## config.mk

```make
export PLATFORM = sky130hd
export DESIGN_NAME = pp_serial_loader
export DESIGN_NICKNAME = d
export VERILOG_FILES = /design/src/rtl/pp_serial_loader.sv
export SDC_FILE = /design/constraint.sdc
export NUM_CORES = 1
export LEC_CHECK = 0
export CORE_UTILIZATION = 29
export DETAILED_ROUTE_END_ITERATION = 6
export PLACE_DENSITY = 0.55
export SYNTH_ARGS = -nofsm -noshare
export SYNTH_HDL_FRONTEND = slang
export SYNTH_SLANG_ARGS = --single-unit
```

## constraint.sdc

```tcl
create_clock -name clk -period 7.9 [get_ports clk]
set_clock_uncertainty 0.1 [all_clocks]
set_input_delay 0.79 -clock clk [delete_from_list [all_inputs] [get_ports clk]]
set_output_delay 0.79 -clock clk [all_outputs]
set_load 0.02 [all_outputs]
```

## src/rtl/pp_serial_loader.sv

```systemverilog
// Operand loader and result checker for the serial partial-product harness around the
// N x N bit-heap compressor. It streams the AND heap into free-running column shift registers.
module pp_serial_loader #(
    parameter int unsigned N            = 16,
    parameter int unsigned COMP_LATENCY = 0
) (
    input  logic           clk,
    input  logic           rst,
    input  logic           in_valid,
    output logic           in_ready,
    input  logic [N-1:0]   a,
    input  logic [N-1:0]   b,
    output logic [2*N-2:0] bit_out,
    input  logic [2*N-1:0] product_in,
    output logic           out_valid,
    input  logic           out_ready,
    output logic [2*N-1:0] product,
    output logic [2*N-1:0] expected,
    output logic           err
);

    localparam int          NI    = int'(N);
    localparam int unsigned TW    = (N > 1) ? $clog2(N) : 1;
    localparam int unsigned WW    = (COMP_LATENCY > 0) ? $clog2(COMP_LATENCY + 1) : 1;
    localparam logic [TW-1:0] TLast = TW'(N - 1);
    localparam logic [WW-1:0] WLast = WW'(COMP_LATENCY);

    typedef enum logic [1:0] {StIdle, StShift, StWait, StHold} state_e;

    state_e         state_q, state_d;
    logic [TW-1:0]  t_q, t_d;
    logic [WW-1:0]  w_q, w_d;
    logic [N-1:0]   a_q, b_q;
    logic [2*N-1:0] product_q, expected_q;
    logic           out_valid_q, out_valid_d;
    logic           err_q;
    logic           accept, capture, shifting;

    always_comb begin
        state_d     = state_q;
        t_d         = t_q;
        w_d         = w_q;
        out_valid_d = out_valid_q;
        accept      = 1'b0;
        capture     = 1'b0;
        unique case (state_q)
            StIdle: begin
                if (in_valid) begin
                    accept  = 1'b1;
                    t_d     = '0;
                    state_d = StShift;
                end
            end
            StShift: begin
                t_d = t_q + TW'(1);
                if (t_q == TLast) begin
                    t_d     = '0;
                    w_d     = '0;
                    state_d = StWait;
                end
            end
            StWait: begin
                w_d = w_q + WW'(1);
                // Compressor output is valid COMP_LATENCY cycles after the heap completes
                if (w_q == WLast) begin
                    capture     = 1'b1;
                    w_d         = '0;
                    out_valid_d = 1'b1;
                    state_d     = StHold;
                end
            end
            StHold: begin
                if (out_ready) begin
                    out_valid_d = 1'b0;
                    state_d     = StIdle;
                end
            end
            default: state_d = StIdle;
        endcase
    end

    always_ff @(posedge clk) begin
        if (rst) begin
            state_q     <= StIdle;
            t_q         <= '0;
            w_q         <= '0;
            a_q         <= '0;
            b_q         <= '0;
            product_q   <= '0;
            expected_q  <= '0;
            out_valid_q <= 1'b0;
            err_q       <= 1'b0;
        end else begin
            state_q     <= state_d;
            t_q         <= t_d;
            w_q         <= w_d;
            out_valid_q <= out_valid_d;
            if (accept) begin
                a_q        <= a;
                b_q        <= b;
                expected_q <= {{N{1'b0}}, a} * {{N{1'b0}}, b};
            end
            if (capture) begin
                product_q <= product_in;
                err_q     <= err_q | (product_in != expected_q);
            end
        end
    end

    assign shifting = (state_q == StShift) && !rst;

    // Column k loads its h_k partial products in the last h_k shift slots; earlier slots
    // shift zeros that fall off the end of the h_k-deep register.
    for (genvar k = 0; k < 2 * NI - 1; k++) begin : g_col
        localparam int Jlo   = (k >= NI) ? k - NI + 1 : 0;
        localparam int H     = (k < NI) ? k + 1 : 2 * NI - 1 - k;
        localparam int Start = NI - H;

        logic [N-1:0] slot;

        for (genvar i = 0; i < NI; i++) begin : g_slot
            if (i >= Start) begin : g_pp
                localparam int J = Jlo + i - Start;
                assign slot[i] = a_q[k-J] & b_q[J];
            end else begin : g_zero
                assign slot[i] = 1'b0;
            end
        end

        assign bit_out[k] = shifting & slot[t_q];
    end

    assign in_ready  = (state_q == StIdle);
    assign out_valid = out_valid_q;
    assign product   = product_q;
    assign expected  = expected_q;
    assign err       = err_q;

endmodule

```

==> reports/metrics.csv <==
stage,metric,value,unit
yosys,post-synth design cell area,15000,µm²
yosys,share of the synthesized area in the top cell type,25.9,%
placement,number of port buffers,165,
grt,total overflow reported by the global router,0,
setup_path,worst r2r path cells,6,
final_layout,NumNets Final,2237,
clock_network,CTS hold repair buffers,0,
pwr,power density normalized to cell area,425,nW/µm²
setup_path,startpoint of the most critical setup path,a[5],
yosys,share of synthesized registers carrying an async set or reset,0,%
outcome,outcome,finished clean,
placement,placed inst area,17100,µm²
run,number of maximum-capacitance violations,0,
final_layout,"commonest non-fill, non-tap cell in the layout",sky130_fd_sc_hd__nand2_1,
final_layout,cell area after layout,17400,µm²
yosys,number of distinct library cells after synthesis,64,
final_layout,count of filler cells inserted in the layout,5285,
yosys,"area leader, netlist",sky130_fd_sc_hd__fa_1,
setup_path,startpoint class of the critical path,input pin,
grt,pin count of the biggest net entering global routing,82,
timing,Peak Freq,0.145,GHz
final_layout,Antenna Cells,0,
pwr,peak supply drop,471,µV
floorplan,initial standard-cell utilization of the core,29.7,%
pwr,Pleak,7.20,nW
yosys,Post-Syn Instances,1815,
setup_path,reg-to-reg critical path startpoint,state_q[0],
floorplan,area of the core,50600,µm²
drt,Via Count,13100,
setup_path,reg2reg end,expected[27],
drt,average vias per placed instance,5.17,
clock_network,Clock Tree Buf Depth,2,
setup_path,r2r setup slk,5.38,ns
clock_network,number of cells upsized or downsized after cts,0,
final_layout,footprint of the multi-input gates,11500,µm²
setup_path,critical path arrival,7.05,ns
floorplan,count of standard-cell rows,82,
grt,antenna violations before repair,0,
worst_hold_path,Hold Crit Class,register to register,
drt,Total Routed Length,48200,µm
worst_hold_path,Min-Delay Endpoint,a_q[0],
setup_path,CP max FO,17,
pwr,Sw Share,55.4,%
drt,post-DR wirelength/cell,18.9,µm
timing,slew of the pin with the lowest slew margin,1.11,ns
clock_network,CTS buffer count,9,
yosys,total nets after synthesis,2186,
yosys,proportion of synthesized chip area in sequential cells,13.9,%
yosys,count of flip-flops with a built-in enable after synthesis,0,
clock_network,Post-CTS Setup Inserts,0,
drt,drt first pass iters,5,
clock_network,clock transition time at the flip-flop clock pins of the worst setup and hold paths,0.07,ns
timing,count of final max-slew check failures,0,
clock_network,master cell of the clock root buffer,sky130_fd_sc_hd__clkbuf_16,
timing,Post-Route Setup TNS,0,ns
final_layout,area grow syn2layout,15.7,%
drt,first-iteration detailed-routing DRC count,993,
grt,first-pass GRT wire length,79500,µm
grt,all-layer global routing usage,18.8,%
clock_network,maximum level of the CTS H-tree,3,
placement,placed instance count,2527,
final_layout,Finished Layout Cells,2542,
floorplan,I/O Pins,166,
pwr,proportion of power drawn by flip-flops and latches,11.8,%
drt,number of remaining DRC errors,0,
timing,final critical-path share of the clock period,87.5,%
pwr,internal power,3.29,mW
timing,final critical-path required period,6.91,ns
final_layout,register cell area after layout,2090,µm²
grt,vias in the first global route,14100,
placement,estimated wirelength of the detail-placed design,37600,µm
pwr,switching power,4.09,mW
yosys,post-synthesis sequential element count,104,
timing,RSZ-0062 raised after global routing,false,
setup_path,required time at the worst-slack endpoint,8.04,ns
yosys,cell types with the largest area share after synthesis,"sky130_fd_sc_hd__fa_1, sky130_fd_sc_hd__dfxtp_1, sky130_fd_sc_hd__ha_1, sky130_fd_sc_hd__nand2_1, sky130_fd_sc_hd__inv_1",
clock_network,clock tree sinks,104,
timing,total setup violations reported at the end of the flow,0,
drt,count of nets left with antenna violations after detail routing,0,
worst_hold_path,beginning of the worst hold path,a_q[0],
floorplan,Die ar.,52700,µm²
timing,slew margin rel.,25.8,%
yosys,leading register cell type out of synthesis,sky130_fd_sc_hd__dfxtp_1,
placement,GP Congestion,0.904,
yosys,Post-Syn Area per Cell,8.27,µm²
pwr,clock power share,5.6,%
final_layout,most used cells in the layout excluding fill and tap cells,"sky130_fd_sc_hd__nand2_1, sky130_fd_sc_hd__inv_1, sky130_fd_sc_hd__fa_1",
setup_path,endpoint kind of the worst setup timing path,register,
floorplan,width of the chip,229,µm
clock_network,insertion delay of the later-clocked pin in the worst-skew pair,0.35,ns
floorplan,Die Height,229,µm
pwr,Comb pwr share,82.6,%
yosys,warnings from Yosys,0,
setup_path,path type of the worst setup path,input pin to register,
worst_hold_path,Hold Path Depth,2,
clock_network,clock tree from TritonCTS,done,
timing,final hold viol count,0,
final_layout,layout cells sized above 1,3.26,%
-- per-layer routing --
layer / part of all wire [%] / track usage (%) / vias to the layer above
met5: 0 / 0 / -
met4: 1.8 / 4.31 / 0
met3: 4.9 / 2.64 / 57
met2: 49 / 32.3 / 383
met1: 44 / 24.8 / 6607
li1: - / - / 6096
-- worst max-delay path, stage by stage --
cell                              delay [ns]
sky130_fd_sc_hd__clkdlybuf4s50_1        1.01
sky130_fd_sc_hd__nand2_1                0.16
sky130_fd_sc_hd__fa_1                   0.51
sky130_fd_sc_hd__inv_1                  0.05
sky130_fd_sc_hd__fa_1                   0.50
sky130_fd_sc_hd__inv_1                  0.06
sky130_fd_sc_hd__fa_1                   0.54
sky130_fd_sc_hd__inv_1                  0.06
sky130_fd_sc_hd__fa_1                   0.45
sky130_fd_sc_hd__fa_1                   0.50
sky130_fd_sc_hd__inv_1                  0.05
sky130_fd_sc_hd__fa_1                   0.48
sky130_fd_sc_hd__inv_1                  0.05
sky130_fd_sc_hd__ha_1                   0.37
sky130_fd_sc_hd__nand2_1                0.12
sky130_fd_sc_hd__o21a_1                 0.19
sky130_fd_sc_hd__or2_1                  0.26
sky130_fd_sc_hd__a2111oi_0              0.44
sky130_fd_sc_hd__nor3_1                 0.11
sky130_fd_sc_hd__xnor2_1                0.14
sky130_fd_sc_hd__a22o_1                 0.20
-- cell usage after synthesis (all sizes together) (25+ instances only) --
cell type	instances
nand2	270
inv	228
fa	194
and2	133
clkbuf	123
a21oi	114
ha	109
dfxtp	104
nor2	90
a221oi	54
xnor2	52
mux2i	34
a22oi	29
a32oi	27
buf	25
-- metrics by stage --
| step | utilization [%] | hold WS [ns] | worst slack (ns) | power (mW) |
|---|---|---|---|---|
| 6_report | 34.3 | 0.366 | 0.989 | 7.38 |
| 5_1_grt | 34.3 | 0.395 | 0.601 | 8.18 |
| 4_1_cts | 34.3 | 0.363 | 0.966 | 7.44 |
| 3_5_place_dp | 33.8 | 0.354 | 0.640 | 6.96 |
| 3_3_place_gp | 33.8 | 0.345 | 0.665 | 6.97 |
| 2_1_floorplan | - | 0.353 | 1.52 | 5.25 |
-- power groups by stage --
stage | Clock [mW] | Combinational, mW | Sequential, mW
final | 0.414 | 6.09 | 0.870
after global routing | 0.449 | 6.84 | 0.889
after CTS | 0.428 | 6.15 | 0.866
after detailed placement | 0 | 6.09 | 0.875
after global placement | 0 | 6.09 | 0.877
after floorplan | 0 | 4.42 | 0.833
-- worst max path at each step --
stage,end,depth (start not counted)
floorplan,expected[31],22
global placement,expected[31],19
detailed placement,expected[31],21
CTS,expected[31],19
global route,expected[31],21
finish,expected[31],21
-- cell type report --
type                    instances  share of cell area, %
clock inverters                 4                  0.180
flip-flops and latches        104                   12.0
multi-input cells            1335                   66.2
repair buffers                188                   10.5
well taps                     672                   4.84
inverters                     228                   4.93
clock buffers                  11                   1.34
-- flip-flops by register name, indices dropped and copies added (netlist names) --
signal and flops:
state_q 2, product 32, a_q 16, err 1
expected 32, out_valid 1, b_q 16, t_q 4
-- cell families after synthesis --
family / share of synthesized area, %
adder cells (fa/ha/maj): 35.0
AND/OR/NAND/NOR: 18.0
AO/OA/AOI/OAI: 16.9
buffers and inverters: 9.59
flip-flops: 13.9
XOR/XNOR: 3.56
multiplexers: 3.09
Note: power is estimated with default switching activity, not from simulation.
